===== config.mk =====
export PLATFORM = sky130hd
export DESIGN_NAME = sram_store_buffer
export DESIGN_NICKNAME = d
export VERILOG_FILES = /design/src/rtl/sram_store_buffer.sv
export SDC_FILE = /design/constraint.sdc
export NUM_CORES = 1
export LEC_CHECK = 0
export BUFFER_PORTS_ARGS = -buffer_cell sky130_fd_sc_hd__buf_2
export CAP_MARGIN = 20
export CORE_MARGIN = 8
export CORE_UTILIZATION = 30
export DETAILED_ROUTE_END_ITERATION = 6
export PLACE_DENSITY = 0.46
export SLEW_MARGIN = 0
export SYNTH_ARGS = -nofsm -noshare
export SYNTH_HDL_FRONTEND = slang
export SYNTH_SLANG_ARGS = --single-unit

===== constraint.sdc =====
create_clock -name clock -period 6.7 [get_ports clock]
set_input_delay 1.005 -clock clock [delete_from_list [all_inputs] [get_ports clock]]
set_output_delay 1.005 -clock clock [all_outputs]
set_load 0.005 [all_outputs]

===== src/rtl/sram_store_buffer.sv =====
// Posted-write store buffer between the CPU MEM stage and the SRAM controller handshake.
// Optional store-to-load forwarding is enabled by defining SRAM_STORE_FWD_EN.
module sram_store_buffer #(
   parameter int DEPTH  = 4,
   parameter int ADDR_W = 32,
   parameter int DATA_W = 32
) (
   input  logic                     clock,
   input  logic                     rst,
   input  logic                     cpu_rd_en,
   input  logic                     cpu_wr_en,
   input  logic [ADDR_W-1:0]        cpu_addr,
   input  logic [DATA_W-1:0]        cpu_wdata,
   output logic [DATA_W-1:0]        cpu_rdata,
   output logic                     cpu_ready,
   output logic                     mem_rd_en,
   output logic                     mem_wr_en,
   output logic [ADDR_W-1:0]        mem_addr,
   output logic [DATA_W-1:0]        mem_wdata,
   input  logic [DATA_W-1:0]        mem_rdata,
   input  logic                     mem_ready,
   output logic                     full,
   output logic                     empty,
   output logic [$clog2(DEPTH):0]   count
);

   localparam int PW = $clog2(DEPTH);
   localparam int CW = PW + 1;

   typedef enum logic [1:0] {IDLE, DRAIN, READ, RDONE} state_t;

   state_t              state_q;
   logic [ADDR_W-1:0]   addr_mem [DEPTH];
   logic [DATA_W-1:0]   data_mem [DEPTH];
   logic [PW-1:0]       head_q, head_d, tail_q, tail_d;
   logic [CW-1:0]       count_q, count_d;
   logic                full_q, empty_q;
   logic [DATA_W-1:0]   rdata_q;
   logic                push, pop, need_mem;
   logic                fwd_hit;
   logic [DATA_W-1:0]   fwd_data;

   assign push     = cpu_wr_en && !full_q;
   assign pop      = (state_q == DRAIN) && mem_ready;
   assign need_mem = cpu_rd_en && !fwd_hit;

   assign head_d  = head_q + PW'(pop);
   assign tail_d  = tail_q + PW'(push);
   assign count_d = count_q + CW'(push) - CW'(pop);

`ifdef SRAM_STORE_FWD_EN
   logic [PW-1:0] fwd_idx;

   // Walk oldest to youngest so the last match is the most recent store.
   always_comb begin
      // NOTE: every combinational output gets a default first so no latch is inferred.
      fwd_hit  = 1'b0;
      fwd_data = '0;
      fwd_idx  = head_q;
      for (int k = 0; k < DEPTH; k++) begin
         fwd_idx = head_q + PW'(k);
         if ((CW'(k) < count_q) && (addr_mem[fwd_idx] == cpu_addr)) begin
            fwd_hit  = cpu_rd_en;
            fwd_data = data_mem[fwd_idx];
         end
      end
   end
`else
   assign fwd_hit  = 1'b0;
   assign fwd_data = '0;
`endif

   // NOTE: entry storage has no reset; validity is carried entirely by count_q.
   always_ff @(posedge clock) begin
      if (push) begin
         addr_mem[tail_q] <= cpu_addr;
         data_mem[tail_q] <= cpu_wdata;
      end
   end

   always_ff @(posedge clock or posedge rst) begin
      if (rst) begin
         head_q  <= '0;
         tail_q  <= '0;
         count_q <= '0;
         full_q  <= 1'b0;
         empty_q <= 1'b1;
      end else begin
         head_q  <= head_d;
         tail_q  <= tail_d;
         count_q <= count_d;
         full_q  <= (count_d == CW'(DEPTH));
         empty_q <= (count_d == '0);
      end
   end

   // Drain FSM; the IDLE pass between accesses gives the controller its gap cycle.
   always_ff @(posedge clock or posedge rst) begin
      if (rst) begin
         state_q <= IDLE;
         rdata_q <= '0;
      end else begin
         case (state_q)
            IDLE: begin
               if (need_mem && empty_q)
                  state_q <= READ;
               else if (!empty_q)
                  state_q <= DRAIN;
            end
            DRAIN: begin
               if (mem_ready)
                  state_q <= IDLE;
            end
            READ: begin
               if (mem_ready) begin
                  rdata_q <= mem_rdata;
                  state_q <= RDONE;
               end
            end
            RDONE:   state_q <= IDLE;
            default: state_q <= IDLE;
         endcase
      end
   end

   always_comb begin
      cpu_ready = 1'b1;
      if (cpu_wr_en)
         cpu_ready = !full_q;
      else if (cpu_rd_en)
         cpu_ready = fwd_hit || (state_q == RDONE);
   end

   assign mem_wr_en = (state_q == DRAIN);
   assign mem_rd_en = (state_q == READ);
   assign mem_addr  = (state_q == DRAIN) ? addr_mem[head_q] :
                      (state_q == READ)  ? cpu_addr : '0;
   assign mem_wdata = (state_q == DRAIN) ? data_mem[head_q] : '0;
   assign cpu_rdata = fwd_hit ? fwd_data : rdata_q;

   assign full  = full_q;
   assign empty = empty_q;
   assign count = count_q;

endmodule


; ---- After elaboration in Yosys (flattened, before gate mapping)
; Memory sizes are Yosys's and may differ from the RTL's.
; Cells that the tools add are included.
[word_totals]
out_inout_bits = 104
inputBits = 101
mem_bits_rw = 256
word_cells = 40
memories = 2
regBits = 43
[classes]
eq_ne = 7
n_mux = 12
reduce_logical = 8
add_sub_neg = 4
[mem_list]
columns = name, depth, width, read_ports, rd_clocked_by_memory_dff, write_ports, line_no
row1 = addr_mem, 4, 32, 1, 0, 1, 33  ; logic [ADDR_W-1:0] addr_mem [DEPTH];
row2 = data_mem, 4, 32, 1, 0, 1, 34  ; logic [DATA_W-1:0] data_mem [DEPTH];
[op_table]
columns = op, n
row1 = two-way mux 32 bit, 3
row2 = two-way mux 2 bit, 4
row3 = one-hot mux 2 bit (4 select lines), 1
row4 = adder 2 x 1 -> 2 bit, 2
row5 = == test 2 bit (second input constant), 2
row6 = two-way mux 1 bit, 4
row7 = inequality test 2 x 1 -> 1 bit (second input constant), 2
row8 = adder 3 x 1 -> 3 bit, 1
row9 = == test 3 bit (second input constant), 1
row10 = logical AND 1 bit, 3
row11 = zero test 3 bit, 1
row12 = inequality test 3 bit (second input constant), 1
row13 = AND reduction 3 bit, 1
row14 = subtractor 3 x 1 -> 3 bit, 1
row15 = == test 2 x 1 -> 1 bit (second input constant), 1
row16 = zero test 2 bit, 1
row17 = AND reduction 2 bit, 1
row18 = zero test 1 bit, 1

; ---- Depth between registers and ports, before layout
[depth]
depth_word = 5
ltp_mapped = 8
ltp_nobuf = 7

; ---- Worst setup path after synthesis
; OpenSTA, ideal clock, no wires.
[synth_path]
kind = input -> register
start = input port cpu_wr_en
end = memory addr_mem[0][0], enable pin
n_path_buf = 1
stages = 3
required_time_ps = 6122
arrival_time_ps = 6038
setup_ps = 578
path_slack_ps = 84
cell_sequence = nor2b_1 clkbuf_1 nor3b_1
[synth_between]
elab_chain_cells = 3
[synth_rtl]
columns = element, line_no
row1 = start: declaration, 11  ; input logic cpu_wr_en,
row2 = logical AND 1 bit, 43  ; assign push = cpu_wr_en && !full_q;
row3 = two-way mux 1 bit, 75  ; if (push) begin
row4 = two-way mux 1 bit (implied by the code), 76  ; addr_mem[tail_q] <= cpu_addr;
row5 = end: declaration, 33
; Every way passes these cells.

; ---- Worst setup path after layout
[layout_path]
start = register head_q[0]
end = output port mem_addr[22]
[layout_between]
elab_chain_cells = 2
[layout_rtl]
columns = element, line_no
row1 = start: declaration, 35  ; logic [PW-1:0] head_q, head_d, tail_q, tail_d;
row2 = start signal: assignment, 83  ; head_q <= '0;
row3 = start signal: assignment, 89  ; head_q <= head_d;
row4 = memory read (4 x 32 bit), --
row5 = two-way mux 32 bit, 136  ; assign mem_addr = (state_q == DRAIN) ? addr_mem[head_q] :
row6 = end: declaration, 18  ; output logic [ADDR_W-1:0] mem_addr,
; Every way passes these cells.

==> results_tabular.tex <==
\begin{tabular}{lr}
\hline
Metric & Value \\
\hline
\multicolumn{2}{l}{\textbf{Synth}} \\
\quad Combinational family with the most area after synthesis & multiplexers \\
\quad Fraction of the mapped netlist area in simple logic gates & 0.0265 \\
\quad Synthesized area per cell & roughly 22 µm² \\
\quad Post-synthesis compound-gate area fraction & 0.0263 \\
\quad Synthesized instance count & between 500 and 600 \\
\quad Number of distinct library cells after synthesis & 30 \\
\quad Share of cell area taken by muxes after synthesis & 0.158 \\
\quad Most area-hungry cell type in the Yosys netlist & edfxtp\_1 \\
\quad Sequential fraction of the synthesis area & 0.765 \\
\quad Post-synth design cell area & between 10000 and 15000 µm² \\
\quad Async S/R FF share, synth & 0.144 \\
\quad Share of the synthesized area in the top cell type & 0.671 \\
\quad Number of register bits inferred by synthesis & 299 \\
\quad Leading cell types by total area after synthesis & edfxtp\_1, mux4\_2, dfrtp\_1, mux2\_2, a22o\_1 \\
\quad Leading register cell type out of synthesis & edfxtp\_1 \\
\quad Number of nets in the synthesized netlist & 625 \\
\quad Synth Area in Adders & 0.00393 \\
\quad Number of synthesized flops with an enable pin & about 260 \\
\quad Post-Synth XOR/XNOR Area & 0.00513 \\
\quad Number of warnings printed during yosys synthesis & 0 \\
\multicolumn{2}{l}{\textbf{Worst setup path}} \\
\quad CP Capture Type & output pin \\
\quad CP arrival & $\sim$3.1 ns \\
\quad RR Endpoint & addr\_mem[1][0] \\
\quad Startpoint Class & flip-flop \\
\quad Type of the setup path with the least slack & reg2out \\
\quad Worst reg2reg path depth & 3 \\
\quad Worst-path fanout max & 39 \\
\quad Launching point of the worst reg2reg path & full \\
\quad Worst R2R Setup Slack & $\sim$4.2 ns \\
\quad Required time of the critical path & between 5 and 6 ns \\
\multicolumn{2}{l}{\textbf{Layout}} \\
\quad Total area of sequential cells & approximately 8800 µm² \\
\quad Area of the multi-input gates & roughly 2600 µm² \\
\quad Fill cells & about 3600 \\
\quad Synthesis-to-layout area growth & 23.3\% \\
\quad Layout cell share with drive strength beyond 1 & 0.478 \\
\quad Nets & 845 \\
\multicolumn{2}{l}{\textbf{Clocking}} \\
\quad Number of buffers added by the clock tree synthesis step & 35 \\
\quad Total setup buffers inserted after CTS & 0 \\
\quad Root Driver & clkbuf\_16 \\
\quad Number of resized instances in the post-cts repair step & 0 \\
\quad Max Root-Sink Buffers & 3 \\
\quad H-tree depth & 2 \\
\quad TritonCTS clock tree & built \\
\quad Clock Sink Count & 299 \\
\quad Cts hold-fix bufs & 0 \\
\quad Clock insertion delay at the later pin of the skew report & 0.51 ns \\
\quad Clock edge transition at the registers on the reported setup and hold paths & 0.06 ns \\
\multicolumn{2}{l}{\textbf{Place}} \\
\quad Final estimated routing congestion in global placement & between 0.6 and 0.7 \\
\quad Placed wire-length estimate & about 16000 µm \\
\quad Number of port buffers & approximately 200 \\
\multicolumn{2}{l}{\textbf{Route}} \\
\quad Uppermost layer routed & met5 \\
\quad Wirelength, routed & 26700 µm \\
\quad WL met3 & between 2000 and 2500 µm \\
\quad Detailed Route Iter0 Violations & about 250 \\
\quad Via-per-instance ratio & about 4.6 \\
\quad First drt pass iteration count & 5 \\
\quad Met2 routed WL & approximately 12000 µm \\
\quad DRC & 0 \\
\quad Routed len/inst & 20.9 µm \\
\quad ANT nets after route & 0 \\
\quad Detailed-route via count & just under 6000 \\
\quad Met1 routed wirelength after detailed routing & between 10000 and 15000 µm \\
\multicolumn{2}{l}{\textbf{STA}} \\
\quad Worst clock skew on the final layout & 0.0148 ns \\
\quad Number of pins with negative max-slew slack in the final report & 0 \\
\quad Transition time at the pin with the least slew margin & around 1.1 ns \\
\quad RSZ-0062 raised after global routing & no \\
\quad Worst hold margin & around 0.50 ns \\
\quad Final period utilization & 0.609 \\
\quad Number of setup violations in the final report & 0 \\
\quad Max-slew headroom at the worst pin & 0.279 \\
\quad Time the worst path needs with I/O delays and setup & approximately 4 ns \\
\quad Highest attainable clock frequency & 0.245 GHz \\
\quad Fin. Hold Viols & 0 \\
\quad Final setup TNS & 0 ns \\
\multicolumn{2}{l}{\textbf{Global routing}} \\
\quad Via count of the first global-routing pass & 6865 \\
\quad Total congestion overflow after global routing & 0 \\
\quad Number of antenna violations at the first check in global routing & 6 \\
\quad Largest net degree at the start of global routing & 66 \\
\quad Global-route wire length before repair & between 40000 and 50000 µm \\
\quad Total GRT Usage & 0.120 \\
\multicolumn{2}{l}{\textbf{Floorplan}} \\
\quad Standard-cell row count & 71 \\
\quad Initial core utilization & 0.304 \\
\quad Die Wd & around 210 µm \\
\quad Area of the die & between 40000 and 50000 µm² \\
\quad Die Ht & approximately 210 µm \\
\quad Core region area & approximately 38000 µm² \\
\quad I/O Pins & a little over 200 \\
\multicolumn{2}{l}{\textbf{Min path}} \\
\quad Hold-critical path depth & 1 \\
\quad Worst hold endpoint & cpu\_rdata[4] \\
\quad Worst min-delay path category & reg2reg \\
\quad Worst hold path startpoint & cpu\_rdata[4] \\
\multicolumn{2}{l}{\textbf{Pwr}} \\
\quad Total design power & 0.00610 W \\
\quad Standby leakage power & 5.28 nW \\
\quad Power Dens Cells & $\sim$430 nW/µm² \\
\quad Worst VDD drop & around 0.17 mV \\
\multicolumn{2}{l}{\textbf{Run status}} \\
\quad Status & complete, no violations \\
\multicolumn{2}{l}{\textbf{Flow run}} \\
\quad Max Cap Violations & 0 \\
\hline
\end{tabular}
-- worst max-delay path, stage by stage (launching register included) --
cell     delay [ns]
dfrtp_4        0.99
buf_4          0.62
mux4_2         0.57
a22o_1         0.24
buf_2          0.13
-- through the flow --
stage               cell area (µm²)  worst slack [ns]  instances  utilization
detailed placement            13100              3.00       1213        0.347
finish                        14100              2.62       1274        0.375
floorplan                     11500            0.0838        521            -
global placement              13100              3.02       1213        0.347
global route                  14100              2.33       1273        0.375
CTS                           14100              2.45       1271        0.374
-- how the worst max path moves through the flow --
| stage | from | endpoint | slack (ns) | cells after the start |
|---|---|---|---|---|
| 2_1_floorplan | cpu_wr_en | addr_mem[0][0] | 0.08 | 3 |
| 3_3_place_gp | head_q[0] | mem_addr[2] | 3.02 | 4 |
| 3_5_place_dp | head_q[0] | mem_addr[2] | 3.00 | 4 |
| 4_1_cts | head_q[0] | mem_addr[2] | 2.45 | 4 |
| 5_1_grt | head_q[0] | mem_addr[2] | 2.33 | 4 |
| 6_report | head_q[0] | mem_addr[22] | 2.62 | 4 |
-- final cells by class --
type                    count  area share
multi-input cells         188       0.181
flip-flops and latches    299       0.621
repair buffers            214      0.0794
diodes                      1    0.000177
well taps                 511      0.0453
inverters                   3    0.000797
clock inverters            16     0.00859
clock buffers              42      0.0639
-- registers in the layout, summed over array words and instances (netlist names) --
name       count
tail_q         2
full           1
empty          1
state_q        2
count          3
head_q         2
cpu_rdata     32
addr_mem     128
data_mem     128
-- power by group --
| group | switching [W] | leakage, nW | internal [W] |
|---|---|---|---|
| logic | 0.000730 | 1.88 | 0.000898 |
| registers | 0.000296 | 2.90 | 0.00247 |
| clock network | 0.000709 | 0.493 | 0.000999 |
| total | 0.00174 | 5.28 | 0.00437 |
-- logic make-up (layout without fill, tap and decap cells) --
family          after synthesis  after routing
xor+xnor                      5              5
flops                       299            299
mux                          97             97
simple gates                 48             48
other cells                   0              1
compound gates               35             35
buf+inv                      34            275
fa+ha+maj                     3              3
-- Yosys cell counts (2+ instances only) --
cell,n
buf_4,3
nor2b_1,4
ha_1,2
clkbuf_1,11
edfxtp_1,256
mux4_2,64
a22o_1,32
inv_1,3
nand3b_1,2
mux2_2,32
buf_2,14
and2_1,32
nor3b_1,2
dfrtp_1,42
xnor2_1,3
and3b_1,2
buf_6,2
nor2_1,3
-- metal layers --
| metal | track usage | vias up |
|---|---|---|
| li1 | - | 2575 |
| met1 | 0.149 | 3023 |
| met2 | 0.194 | 197 |
| met3 | 0.0463 | 52 |
| met4 | 0.0328 | 10 |
| met5 | 0 | - |
-- cell usage in the layout, fill, tap and decap left out --
master	n
clkinv_1	7
and3_4	1
inv_6	4
buf_4	8
xor2_1	1
clkbuf_1	7
mux2i_1	1
and3b_4	2
nor2b_4	2
nor2_1	3
a22o_1	32
clkbuf_16	35
clkinv_2	2
bufinv_16	1
ha_1	2
inv_1	2
fa_1	1
mux2_2	32
nand4b_1	1
dfstp_2	1
xnor2_1	3
clkinv_4	1
a21oi_1	1
dfrtp_1	40
nand3b_1	2
buf_2	204
nor3_1	1
clkinvlp_4	2
a221oi_1	1
nor3b_1	1
nor3b_2	1
nor2b_1	2
buf_12	2
and2_1	32
mux4_2	64
a21boi_0	1
xor3_1	1
dfrtp_4	2
edfxtp_1	256
diode_2	1
(Power assumes the default switching activity.)
